<file path="src/rtl/ddr3_dqsw_pkg.sv">
// Shared types and constants for the DDR3 DQS write-leveling training controller.
package ddr3_dqsw_pkg;

  localparam int TAP_W = 8;
  localparam logic [1:0] DQS_PATTERN = 2'b01;
  localparam logic [1:0] OE_ON = 2'b11;

  typedef enum logic [3:0] {
    ST_IDLE,
    ST_LOAD,
    ST_PULSE,
    ST_SETTLE,
    ST_SAMPLE,
    ST_STEP,
    ST_DONE,
    ST_ERR,
    ST_EYE_CLR,
    ST_EYE_WAIT,
    ST_EYE_ADJ
  } state_t;

endpackage

</file>
<file path="src/rtl/ddr3_dqsw_probe_timer.sv">
// Down-counter shared by the DQS burst, settle and eye-wait phases; tc marks the last cycle of a phase.
module ddr3_dqsw_probe_timer #(
  parameter int W = 16
) (
  input  logic         clk,
  input  logic         rst_n,
  input  logic         load,
  input  logic [W-1:0] len,
  output logic         tc
);

  logic [W-1:0] cnt;

  always_ff @(posedge clk or negedge rst_n) begin
    if (!rst_n) begin
      cnt <= '0;
    end else if (load) begin
      cnt <= len - W'(1);
    end else if (cnt != '0) begin
      cnt <= cnt - W'(1);
    end
  end

  assign tc = (cnt == '0);

endmodule

</file>
<file path="src/rtl/ddr3_dqsw_training_ctrl.sv">
// DQS write-leveling sweep for one DDR3 PHY lane: probe, sample feedback, step taps until a filtered 0->1 edge.
// Optional post-lock eye-monitor refinement is built when DQSW_EYE_CHECK_EN is defined.
module ddr3_dqsw_training_ctrl
  import ddr3_dqsw_pkg::*;
#(
  parameter int TAP_MAX       = 128,
  parameter int SETTLE_CYCLES = 16,
  parameter int BURST_LEN     = 4,
  parameter int FILTER        = 3
) (
  input  logic             fab_clk,
  input  logic             arst_n,
  input  logic             train_start,
  output logic             train_done,
  output logic             train_err,
  output logic [TAP_W-1:0] tap_count,
  output logic [1:0]       tx_data_0,
  output logic [1:0]       oe_data_0,
  output logic             odt_en_0,
  input  logic [1:0]       rx_data_0,
  output logic             delay_line_move_0,
  output logic             delay_line_direction_0,
  output logic             delay_line_load_0,
  input  logic             delay_line_out_of_range_0,
  output logic             eye_monitor_clear_flags_0,
  input  logic             eye_monitor_early_0,
  input  logic             eye_monitor_late_0
);

  localparam int TMR_W = 16;
  localparam logic [TAP_W-1:0] TAP_LAST = TAP_W'(TAP_MAX - 1);

  state_t           state;
  logic             seen_zero;
  logic [7:0]       ones_cnt;
  logic             fb;
  logic             lock;
  logic             tmr_load;
  logic             tmr_tc;
  logic [TMR_W-1:0] tmr_len;
  logic             unused_in;

  // Timer is reloaded on the cycle before each timed phase begins.
  assign tmr_load = (state == ST_LOAD) || (state == ST_STEP) || (state == ST_EYE_CLR) ||
                    ((state == ST_PULSE) && tmr_tc);
  assign tmr_len  = ((state == ST_PULSE) || (state == ST_EYE_CLR)) ? TMR_W'(SETTLE_CYCLES)
                                                                  : TMR_W'(BURST_LEN);

  ddr3_dqsw_probe_timer #(.W(TMR_W)) u_timer (
    .clk   (fab_clk),
    .rst_n (arst_n),
    .load  (tmr_load),
    .len   (tmr_len),
    .tc    (tmr_tc)
  );

  assign fb   = rx_data_0[0];
  assign lock = fb && seen_zero && (ones_cnt == 8'(FILTER - 1));

`ifdef DQSW_EYE_CHECK_EN
  logic clr_q;
  logic adj_once;
  assign eye_monitor_clear_flags_0 = clr_q;
  assign unused_in = rx_data_0[1];
`else
  assign eye_monitor_clear_flags_0 = 1'b0;
  assign unused_in = ^{rx_data_0[1], eye_monitor_early_0, eye_monitor_late_0};
`endif

  always_ff @(posedge fab_clk or negedge arst_n) begin
    if (!arst_n) begin
      state                  <= ST_IDLE;
      seen_zero              <= 1'b0;
      ones_cnt               <= '0;
      train_done             <= 1'b0;
      train_err              <= 1'b0;
      tap_count              <= '0;
      tx_data_0              <= '0;
      oe_data_0              <= '0;
      odt_en_0               <= 1'b0;
      delay_line_move_0      <= 1'b0;
      delay_line_direction_0 <= 1'b0;
      delay_line_load_0      <= 1'b0;
`ifdef DQSW_EYE_CHECK_EN
      clr_q                  <= 1'b0;
      adj_once               <= 1'b0;
`endif
    end else begin
      delay_line_move_0 <= 1'b0;
      delay_line_load_0 <= 1'b0;
`ifdef DQSW_EYE_CHECK_EN
      clr_q             <= 1'b0;
`endif
      case (state)
        ST_IDLE, ST_DONE, ST_ERR: begin
          if (train_start) begin
            state             <= ST_LOAD;
            delay_line_load_0 <= 1'b1;
            tap_count         <= '0;
            seen_zero         <= 1'b0;
            ones_cnt          <= '0;
            odt_en_0          <= 1'b1;
            train_done        <= 1'b0;
            train_err         <= 1'b0;
`ifdef DQSW_EYE_CHECK_EN
            adj_once          <= 1'b0;
`endif
          end
        end
        default: begin
          if (delay_line_out_of_range_0) begin
            state     <= ST_ERR;
            train_err <= 1'b1;
            odt_en_0  <= 1'b0;
            tx_data_0 <= '0;
            oe_data_0 <= '0;
          end else begin
            case (state)
              ST_LOAD, ST_STEP: begin
                state     <= ST_PULSE;
                tx_data_0 <= DQS_PATTERN;
                oe_data_0 <= OE_ON;
              end
              ST_PULSE: begin
                if (tmr_tc) begin
                  state     <= ST_SETTLE;
                  tx_data_0 <= '0;
                  oe_data_0 <= '0;
                end
              end
              ST_SETTLE: begin
                if (tmr_tc) state <= ST_SAMPLE;
              end
              ST_SAMPLE: begin
                if (!fb) begin
                  seen_zero <= 1'b1;
                  ones_cnt  <= '0;
                end else if (seen_zero) begin
                  ones_cnt <= ones_cnt + 8'd1;
                end
                if (lock) begin
`ifdef DQSW_EYE_CHECK_EN
                  state <= ST_EYE_CLR;
                  clr_q <= 1'b1;
`else
                  state      <= ST_DONE;
                  train_done <= 1'b1;
                  odt_en_0   <= 1'b0;
`endif
                end else if (tap_count == TAP_LAST) begin
                  state     <= ST_ERR;
                  train_err <= 1'b1;
                  odt_en_0  <= 1'b0;
                end else begin
                  state                  <= ST_STEP;
                  delay_line_move_0      <= 1'b1;
                  delay_line_direction_0 <= 1'b1;
                  tap_count              <= tap_count + TAP_W'(1);
                end
              end
`ifdef DQSW_EYE_CHECK_EN
              ST_EYE_CLR: begin
                state     <= ST_EYE_WAIT;
                tx_data_0 <= DQS_PATTERN;
                oe_data_0 <= OE_ON;
              end
              ST_EYE_WAIT: begin
                if (tmr_tc) begin
                  state     <= ST_EYE_ADJ;
                  tx_data_0 <= '0;
                  oe_data_0 <= '0;
                end
              end
              ST_EYE_ADJ: begin
                // A conflicting or absent flag, or a tap at its limit, ends refinement without a move.
                if ((eye_monitor_early_0 && !eye_monitor_late_0 && (tap_count != TAP_LAST)) ||
                    (eye_monitor_late_0 && !eye_monitor_early_0 && (tap_count != '0))) begin
                  delay_line_move_0      <= 1'b1;
                  delay_line_direction_0 <= eye_monitor_early_0;
                  tap_count <= eye_monitor_early_0 ? tap_count + TAP_W'(1) : tap_count - TAP_W'(1);
                  if (adj_once) begin
                    state      <= ST_DONE;
                    train_done <= 1'b1;
                    odt_en_0   <= 1'b0;
                  end else begin
                    adj_once <= 1'b1;
                    state    <= ST_EYE_CLR;
                    clr_q    <= 1'b1;
                  end
                end else begin
                  state      <= ST_DONE;
                  train_done <= 1'b1;
                  odt_en_0   <= 1'b0;
                end
              end
`endif
              default: state <= ST_IDLE;
            endcase
          end
        end
      endcase
    end
  end

endmodule

</file>
<file path="config.mk">
export PLATFORM = sky130hd
export DESIGN_NAME = ddr3_dqsw_training_ctrl
export DESIGN_NICKNAME = d
export VERILOG_FILES = /design/src/rtl/ddr3_dqsw_pkg.sv /design/src/rtl/ddr3_dqsw_probe_timer.sv /design/src/rtl/ddr3_dqsw_training_ctrl.sv
export SDC_FILE = /design/constraint.sdc
export NUM_CORES = 1
export LEC_CHECK = 0
export BUFFER_PORTS_ARGS = -buffer_cell sky130_fd_sc_hd__buf_2
export CAP_MARGIN = 20
export CELL_PAD_IN_SITES_DETAIL_PLACEMENT = 1
export CELL_PAD_IN_SITES_GLOBAL_PLACEMENT = 1
export CORE_MARGIN = 2
export CORE_UTILIZATION = 27
export DETAILED_ROUTE_END_ITERATION = 10
export GPL_TIMING_DRIVEN = 0
export MAX_ROUTING_LAYER = met4
export PLACE_DENSITY_LB_ADDON = 0.1
export SLEW_MARGIN = 20
export SYNTH_ARGS = -nofsm -noshare
export SYNTH_HDL_FRONTEND = slang
export SYNTH_SLANG_ARGS = --single-unit
</file>
<file path="constraint.sdc">
create_clock -name fab_clk -period 5.78 [get_ports fab_clk]
set_clock_uncertainty 0.2 [all_clocks]
set_input_delay 0.867 -clock fab_clk [delete_from_list [all_inputs] [get_ports fab_clk]]
set_output_delay 0.867 -clock fab_clk [all_outputs]
set_load 0.02 [all_outputs]
</file>
==> flow_results.org <==
** Detailed routing
- Post-route ant nets :: 0
- Average vias per placed instance :: 5.172
- Detailed routing inserted a total of 2043 vias.
- Remaining DRCs :: 0
- Number of DRC markers in iteration 0 :: 37
- Dividing the detail-routed wire length by the instance count gives 15.52 um.
- Total Wirelength :: 6.130 mm
- Before antenna repair, the detailed router went through 4 iterations.

** Cells and area
- Area growth from synthesis to final layout :: 14.30%
- Count of nets after finishing :: 300
- In the layout the commonest cells are dfrtp_1 (43), nor2_1 (31), buf_2 (22).
- Cells with a size suffix above 1 make up 20.91% of the layout.
- Final cell area excluding filler cells :: 2790 sq um
- Commonest non-fill, non-tap cell in the layout :: dfrtp_1
- Post-layout utilization of the core :: 31.84%
- Antenna diode instance count :: 0
- Fill cells in the final layout number 1031.

** Die
- Standard-cell row count :: 34
- Die width :: 99.09 um
- Core region area :: 8763 sq um
- Initial core utilization :: 27.86%
- The floorplan step defined a die boundary enclosing 9818 sq um.
- Total I/O pin count :: 27
- Die Y :: 99.09 um

** Logic synthesis
- Netlist area before placement :: 2441 sq um
- Post-synth EDFFs :: 0
- Part of the Yosys area used for sequential elements :: 44.08%
- After synthesis, the largest family of logic cells by area is simple AND/OR/NAND/NOR gates.
- The synthesized netlist devotes 16.56% of its cell area to compound gates.
- After Yosys synthesis, and, or, nand and nor cells account for 27.42% of the synthesized area.
- Number of distinct library cells after synthesis :: 58
- Mux contribution to synthesized area :: 0.4613%
- Parity-gate share of the synthesized area counting xor and xnor cells :: 4.664%
- Synthesis inferred 43 register bits.
- For this run, asynchronously set or reset flops after synthesis account for 100.0%.
- Count of mapped cells out of synthesis :: 258
- Avg Synthesized Cell Area :: 9.462 sq um
- Yosys printed 0 warnings.
- Adder-cell share of the synthesized area :: 2.563%
- Most used flip-flop cell after synthesis :: dfrtp_1

** Timing
- Actual slew at the worst max-slew pin :: 0.5753 ns
- Final Hold Violating Endpoints :: 0
- The total count of max-transition violations in the final report is 0.
- Based on the critical path, the design can be clocked at up to 370.9 MHz.
- Final worst path period share :: 46.65%
- Time the worst path needs with I/O delays and setup :: 2.696 ns
- Setup repair after global routing left no endpoint under its margin.
- Final Setup Violations :: 0
- Worst-case headroom to the max-slew limit :: 61.39%
- After routing, the total negative slack on setup checks comes to 0 ns.
- Final Worst Setup Slack :: 3.084 ns

** Critical path
- Of all nets on the critical path, the largest fanout is 10.
- Required time at the endpoint of the critical path :: 5.77 ns
- STA classifies the critical path endpoint as a register.
- The worst setup path is of the register to register kind.
- STA classifies the critical path startpoint as a register.
- Data arrives at the worst endpoint at 2.69 ns.

** Placed design
- At the placement stage, the worst setup path has a slack of 2.971 ns.
- Number of buffers inserted by port buffering :: 21
- Estimated wirelength of the detail-placed design :: 4.451 mm
- The congestion estimate from routability-driven global placement came to 0.7373.
- Area after DPL :: 2685 sq um

** CTS
- The tree is rooted in a clkbuf_8.
- For this design, the CTS-stage hold fixing added 0 buffers.
- Insertion delay to the later sink of the worst-skew pair :: 0.30 ns
- Number of resized instances in the post-cts repair step :: 0
- Buffer levels on the longest clock path :: 2
- TritonCTS clock tree :: yes
- Clock transition at the register clock pins on the worst setup and hold paths after CTS :: 0.09 ns
- Clk sinks :: 43
- Number of buffers added for setup after CTS :: 0
- In this run, CTS created clock tree buffers numbering 5.
- CTS H-tree lvls :: 2

** Global route
- Global routing consumed, over all layers together, 13.91% of the routing resources.
- Entering global routing, the biggest net connects 44 pins.
- Overflow left after global routing :: 0
- Via count of the first global-routing pass :: 2077
- First-pass GRT wire length :: 10.65 mm
- Initial antenna violation count :: 0

** Job
- Number of maximum-capacitance constraint violations :: 0

** Power
- Worst vdd ir :: 0.1542 mV
- Leakage :: 1.253 nW
- For this design the ratio of total power to cell area is 458.4 nW/um^2.

** Outcome
- Result of the run :: completed

** Worst hold path
- The tightest min-delay check is of the register to register type.
[final timing paths]
kind	end	slack [ns]	cells after the start	from
setup / recovery	u_timer.cnt[14]	3.08	8	u_timer.cnt[0]
hold / removal	delay_line_direction_0	0.27	1	delay_line_direction_0
setup reg to reg	u_timer.cnt[14]	3.08	8	u_timer.cnt[0]
hold reg to reg	delay_line_direction_0	0.27	1	delay_line_direction_0
max in group asynchronous	delay_line_load_0	4.62	1	arst_n
min in group asynchronous	u_timer.cnt[11]	0.36	1	arst_n
[power by group]
group	total [mW]	switching (mW)	internal [mW]
Combinational	0.573	0.351	0.223
Sequential	0.473	0.0882	0.385
Clock	0.233	0.106	0.127
[synth_stat cells, types with 6 or more instances]
master,n,area share (%)
o21ai_0,13,2.7
nor3_1,9,1.8
xor2_1,6,2.2
nand3_1,13,2.7
nand2_1,16,2.5
or3_1,8,2.1
a21oi_1,12,2.5
inv_1,6,0.92
nor2_1,31,4.8
dfrtp_1,43,44
xnor2_1,7,2.5
[stage by stage]
| step | hold WS, ns | instances | power, mW |
|---|---|---|---|
| finish | 0.2703 | 395 | 1.279 |
| global route | 0.3015 | 395 | 1.400 |
| CTS | 0.2781 | 395 | 1.309 |
| detailed placement | 0.2547 | 388 | 1.062 |
| global placement | 0.2497 | 388 | 1.054 |
| floorplan | 0.2976 | 259 | 0.8935 |
[cell families (layout without fill, tap and decap cells)]
| logic type | after synthesis | in the layout |
|---|---|---|
| fa+ha+maj | 5 | 5 |
| simple gates | 119 | 119 |
| xor+xnor | 13 | 13 |
| compound gates | 57 | 57 |
| flops | 43 | 43 |
| mux | 1 | 1 |
| buf+inv | 19 | 47 |
| other cells | 1 | 2 |
[flip-flops by register name, indices dropped and copies added, names as in the netlist]
register and flops:
train_err 1, tap_count 8, delay_line_direction_0 1, oe_data_0 1
delay_line_load_0 1, state 3, ones_cnt 8, odt_en_0 1
delay_line_move_0 1, u_timer.cnt 16, train_done 1, seen_zero 1
[final cells by class]
cell class                      count  area [sq um]  share of cell area [%]
Sequential cell                    43          1076                   38.56
Inverter                            6         22.52                  0.8072
Clock inverter                      1         30.03                   1.076
Buffer                             13         77.57                   2.780
Timing Repair Buffer               21         107.6                   3.856
Tap cell                          108         135.1                   4.843
Multi-Input combinational cell    197          1269                   45.47
Clock buffer                        6         72.57                   2.601
[per-layer routing]
metal	GRT usage, %	wire length [um]
met5	-	0
met4	4.426	91
met3	2.979	209
met2	20.74	2734
met1	18.89	3096
[worst max-delay path, stage by stage (launching register included)]
cell     delay, ns
dfrtp_1       0.39
inv_1         0.12
ha_1          0.15
or4b_1        0.52
nor3_4        0.37
nand4_1       0.34
nand2_1       0.24
buf_4         0.21
nor2_1        0.07
(Power assumes the default switching activity.)
